### src/rtl/lvds_echo_responder.sv
// Echo-board partner of the LVDS link: loops every valid received word back to
// the transmitter through a small show-ahead FIFO, gated by link alignment.
module lvds_echo_responder #(
    parameter int unsigned DEPTH     = 4,
    parameter int unsigned AW        = 2,
    parameter logic [31:0] FILL_WORD = 32'h52525252
) (
    input  logic        tx_inclock,
    input  logic        reset_n,
    input  logic        rx_align_done,
    input  logic        tx_align_done,
    input  logic [31:0] rx_word,
    input  logic        EN_rx_word,
    output logic        RDY_rx_word,
    output logic [31:0] tx_word,
    output logic        RDY_tx_word,
    input  logic        EN_tx_word,
    output logic        link_up,
    output logic [15:0] echo_count,
    output logic [7:0]  drop_count,
    output logic [7:0]  led_out
);

    // state     | meaning
    // WAIT_LINK | link not aligned; all traffic refused
    // RUN       | both directions aligned; echo traffic flows
    // FLUSH     | one cycle: discard queued words and count them as drops
    typedef enum logic [1:0] {
        WAIT_LINK = 2'd0,
        RUN       = 2'd1,
        FLUSH     = 2'd2
    } state_t;

    localparam int unsigned SW = AW + 10;
    localparam logic [AW:0] PTR_ONE = (AW + 1)'(1);

    state_t        state_q, state_d;
    logic [AW:0]   wr_ptr_q, wr_ptr_d;
    logic [AW:0]   rd_ptr_q, rd_ptr_d;
    logic [31:0]   mem_q [DEPTH];
    logic [31:0]   mem_d [DEPTH];
    logic [15:0]   echo_count_q, echo_count_d;
    logic [7:0]    drop_count_q, drop_count_d;
    logic [7:0]    led_out_q, led_out_d;

    logic          run;
    logic          empty;
    logic          full;
    logic          aligned;
    logic          valid_in;
    logic          enq;
    logic          deq;
    logic          drop_ev;
    logic [AW:0]   occupancy;
    logic [SW-1:0] drop_sum;

    assign run       = (state_q == RUN);
    assign empty     = (wr_ptr_q == rd_ptr_q);
    assign full      = (wr_ptr_q[AW] != rd_ptr_q[AW]) &&
                       (wr_ptr_q[AW-1:0] == rd_ptr_q[AW-1:0]);
    assign occupancy = wr_ptr_q - rd_ptr_q;
    assign aligned   = rx_align_done && tx_align_done;
    assign valid_in  = EN_rx_word && rx_word[31];

    assign RDY_rx_word = run && !full;
    assign RDY_tx_word = run && !empty;
    assign link_up     = run;
    assign tx_word     = RDY_tx_word ? mem_q[rd_ptr_q[AW-1:0]] : FILL_WORD;
    assign echo_count  = echo_count_q;
    assign drop_count  = drop_count_q;
    assign led_out     = led_out_q;

    // Outside RUN, RDY_rx_word is low, so every valid word there is a drop.
    assign enq     = valid_in && RDY_rx_word;
    assign deq     = EN_tx_word && RDY_tx_word;
    assign drop_ev = valid_in && !RDY_rx_word;

    always_comb begin
        state_d      = state_q;
        wr_ptr_d     = wr_ptr_q;
        rd_ptr_d     = rd_ptr_q;
        mem_d        = mem_q;
        echo_count_d = echo_count_q;
        led_out_d    = led_out_q;
        drop_sum     = SW'(drop_count_q) + SW'(drop_ev);

        case (state_q)
            WAIT_LINK: begin
                if (aligned) begin
                    state_d = RUN;
                end
            end
            RUN: begin
                if (!aligned) begin
                    state_d = FLUSH;
                end
            end
            FLUSH: begin
                rd_ptr_d = wr_ptr_q;
                drop_sum = drop_sum + SW'(occupancy);
                state_d  = WAIT_LINK;
            end
            default: begin
                state_d = WAIT_LINK;
            end
        endcase

        if (enq) begin
            mem_d[wr_ptr_q[AW-1:0]] = rx_word;
            wr_ptr_d                = wr_ptr_q + PTR_ONE;
        end

        if (deq) begin
            rd_ptr_d     = rd_ptr_q + PTR_ONE;
            echo_count_d = echo_count_q + 16'd1;
            led_out_d    = tx_word[7:0];
        end

        drop_count_d = (drop_sum > SW'(8'hFF)) ? 8'hFF : drop_sum[7:0];
    end

    always_ff @(posedge tx_inclock or negedge reset_n) begin
        if (!reset_n) begin
            state_q      <= WAIT_LINK;
            wr_ptr_q     <= '0;
            rd_ptr_q     <= '0;
            echo_count_q <= '0;
            drop_count_q <= '0;
            led_out_q    <= '0;
            for (int i = 0; i < DEPTH; i++) begin
                mem_q[i] <= '0;
            end
        end else begin
            state_q      <= state_d;
            wr_ptr_q     <= wr_ptr_d;
            rd_ptr_q     <= rd_ptr_d;
            echo_count_q <= echo_count_d;
            drop_count_q <= drop_count_d;
            led_out_q    <= led_out_d;
            mem_q        <= mem_d;
        end
    end

endmodule

### config.mk
export PLATFORM = sky130hd
export DESIGN_NAME = lvds_echo_responder
export DESIGN_NICKNAME = d
export VERILOG_FILES = /design/src/rtl/lvds_echo_responder.sv
export SDC_FILE = /design/constraint.sdc
export NUM_CORES = 1
export LEC_CHECK = 0
export CELL_PAD_IN_SITES_DETAIL_PLACEMENT = 0
export CELL_PAD_IN_SITES_GLOBAL_PLACEMENT = 1
export CORE_AREA = 4 4 176 127
export CTS_CLUSTER_DIAMETER = 40
export DETAILED_ROUTE_END_ITERATION = 6
export DIE_AREA = 0 0 180 131
export PLACE_DENSITY = 0.77
export SETUP_SLACK_MARGIN = 0.02
export SYNTH_ARGS = -nofsm -noshare
export SYNTH_HDL_FRONTEND = slang
export SYNTH_SLANG_ARGS = --single-unit
### constraint.sdc
create_clock -name tx_inclock -period 3.6 [get_ports tx_inclock]
set_input_delay 0.36 -clock tx_inclock [delete_from_list [all_inputs] [get_ports tx_inclock]]
set_output_delay 0.36 -clock tx_inclock [all_outputs]
set_load 0.02 [all_outputs]
==> impl_metrics.ini <==
[run_status]
status = finished with violations
violations = hold timing

[clock_network]
numClockSinks = 168
post_cts_buffers = 0
hold_buffers = 0
cts_max_level = 4
clk_pin_slew_worst_paths_ns = 0.06
clkLatencyLatePin_ns = 0.42
cts_tree = done
clockRootBuffer = clkbuf_16
cts_resized = 0
cts_inserted_buffers = 17
cts.path.max_buffers = 2

[routing]
num_vias = 4909
route.detailed.drc = 0
wl_per_cell_microns = 19.8
vias_per_cell = 5.10
ant_nets = 0
dr.pass1.iters = 4
finalWirelength_microns = 19000
drt_iter0_drc = 255

[hold_path]
hold_class = primary input to asynchronous set/reset pin

[critical_path]
setup.worst_path.start_class = flop
r2r-end = drop_count[7]
crit_path_start = wr_ptr_q[0]
worstPathArrival_ns = 3.08
r2r_start = wr_ptr_q[0]
worstPathRequired_ns = 3.24
crit_slowest_cell = clkdlybuf4s50_1
cp-end-kind = primary output
cp_max_fo = 12
crit_end = tx_word[28]
slowest_delay_ns = 0.60
ff2ff_setup_slack_ns = 0.25
path_cells = inv_1 -> ha_1 -> nand2_1 -> o21ai_4 -> buf_4 -> or2_2 -> clkdlybuf4s50_1
worstRegToRegCells = 13
path_class = flop to primary output

[place]
place_hpwl_microns = 11900
routabilityCongestion = 0.906
portBuffers = 104
placed_cells = 930

[sta]
setup_violations = 0
maxSlewViolCount = 0
fin_setup_tns_ns = 0
hold_violations = 2
fin_skew_ns = 0.0132
fmax_mhz = 291
timing.final.crit_period_ns = 3.44
fin_crit_sh_pct = 95.6
hold_ws_ns = -0.00136
rsz0062_at_grt = no
slew_headroom_pct = 37.2
tightestPinTransition_ns = 0.942

[global_route]
antenna_found_initial = 1
overflow = 0
grt_usage_pct = 16.4
grt_max_degree = 99
grt_pass1_wl_microns = 30300
grt_pass1_vias = 5381

[yosys]
syn-cell-area_sq_um = 8540
ys.flop_type = dfrtp_1
postSynthAreaPerCell_sq_um = 14.9
ys_types = 46
ys_seq_area_share_pct = 49.2
ys_warn_count = 0
ys_ff_latch = 168
synth_nets = 626
synthCells = 573
synthArstFlopShare_pct = 100
synth_edf_count = 0

[power_and_ir_drop]
p_leak_nw = 4.87
combPwrFrac_pct = 39.2
powerDensity_nw_per_um2 = 776
p_sw_share_pct = 32.4
p_int_mw = 5.40
clock_power_share_pct = 23.6
ir_drop_v = 0.000385
p_switching_mw = 2.59
seqPwrFrac_pct = 37.2

[cells_and_area]
final_nets = 727
drive_gt1_share_pct = 32.0
area_delta_synth_final_pct = 20.6
final_cells = 963
mostFrequentLayoutCells = dfrtp_1, mux2_4, clkdlybuf4s50_1, nand2_1, mux4_2
final_common_cell = dfrtp_1
seqCellArea_sq_um = 4210
diodes = 0
nFillCells = 1706
multi_input_area_sq_um = 4000

[die]
die_w_microns = 180
initial_core_util_pct = 41.6
io-pin-count = 105
die_area_sq_um = 23600
core-area_sq_um = 20500
rows = 44
die_h_microns = 131

[flow_run]
drv_cap = 0
logic make-up (layout without fill, tap and decap cells):
group                    count (synthesis)  in the layout  synth area share (%)
adder cells (fa/ha/maj)                 15             15                  2.37
AND/OR/NAND/NOR                        137            137                  8.92
multiplexers                           156            156                  29.8
XOR/XNOR                                27             27                  2.86
AO/OA/AOI/OAI                           28             29                  2.33
flip-flops                             168            168                  49.2
buffers and inverters                   42            155                  4.50
sequential cells by signal, summed over array words and instances (netlist names):
| name | count |
|---|---|
| state_q | 2 |
| rd_ptr_q | 3 |
| mem_q | 128 |
| wr_ptr_q | 3 |
| drop_count | 8 |
| led_out | 8 |
| echo_count | 16 |
cell usage after synthesis (3+ instances only):
library cell,count,area share (%)
and3_1,4,0.29
inv_1,13,0.57
nand2_1,49,2.2
o21ai_0,4,0.23
nand3_1,14,0.82
nor2b_1,23,1.7
buf_12,13,3.0
xor2_1,9,0.92
mux4_2,32,8.4
nand4_1,3,0.22
o211ai_1,4,0.35
ha_1,13,1.9
nand2_8,4,0.94
mux2_2,9,1.2
nand2b_1,7,0.51
mux2_4,115,20
nor2_1,10,0.44
buf_2,6,0.35
dfrtp_1,168,49
a21oi_1,6,0.35
xnor2_1,17,1.7
or2_2,13,0.95
clkbuf_1,9,0.40
power groups by stage:
stage	Sequential, mW	Clock [mW]	Combinational, mW
floorplan	2.96	0	2.15
global placement	2.93	0	3.03
detailed placement	2.99	0	3.08
CTS	2.97	1.93	3.11
global route	3.05	2.02	3.38
finish	2.98	1.88	3.14
metal layers:
metal  GRT usage, %  vias up  wire length, microns
met5              0        -                    12
met4           4.08        2                    97
li1               -     2222                     -
met1           23.5     2569                  9430
met3           4.37        9                   918
met2           25.1      107                  8570
worst min path at each step:
stage	end	startpoint	slack [ns]
6_report	echo_count[5]	reset_n	-0.001
3_3_place_gp	state_q[0]	state_q[1]	0.44
2_1_floorplan	drop_count[0]	reset_n	0.06
3_5_place_dp	mem_q[95]	mem_q[95]	0.45
5_1_grt	echo_count[5]	reset_n	0.07
4_1_cts	echo_count[7]	reset_n	0.06
area by class of cell:
class / instances / area share, %
inverters: 13 / 0.474
multi-input cells: 364 / 38.8
flip-flops and latches: 168 / 40.8
well taps: 276 / 3.35
clock buffers: 21 / 4.47
repair buffers: 110 / 10.7
clock inverters: 11 / 1.41
stage by stage:
stage | cell area (sq um) | hold slack [ns] | util (%) | worst slack [ns] | total power [mW]
floorplan | 8550 | 0.0644 | - | 0.0786 | 5.11
global placement | 9660 | 0.440 | 47.1 | 0.374 | 5.96
detailed placement | 9660 | 0.450 | 47.1 | 0.266 | 6.06
CTS | 10300 | 0.0650 | 50.0 | 0.0884 | 8.01
global route | 10300 | 0.0739 | 50.2 | 0.00920 | 8.45
finish | 10300 | -0.00136 | 50.2 | 0.160 | 7.99
critical path: cells and delay by family, from the launching register on:
family	cells	cell delay, ns
adder cells (fa/ha/maj)	1	0.38
flip-flops	1	0.39
AND/OR/NAND/NOR	2	0.34
buffers and inverters	3	1.00
AO/OA/AOI/OAI	1	0.55
Power figures use the tool's default switching activity.
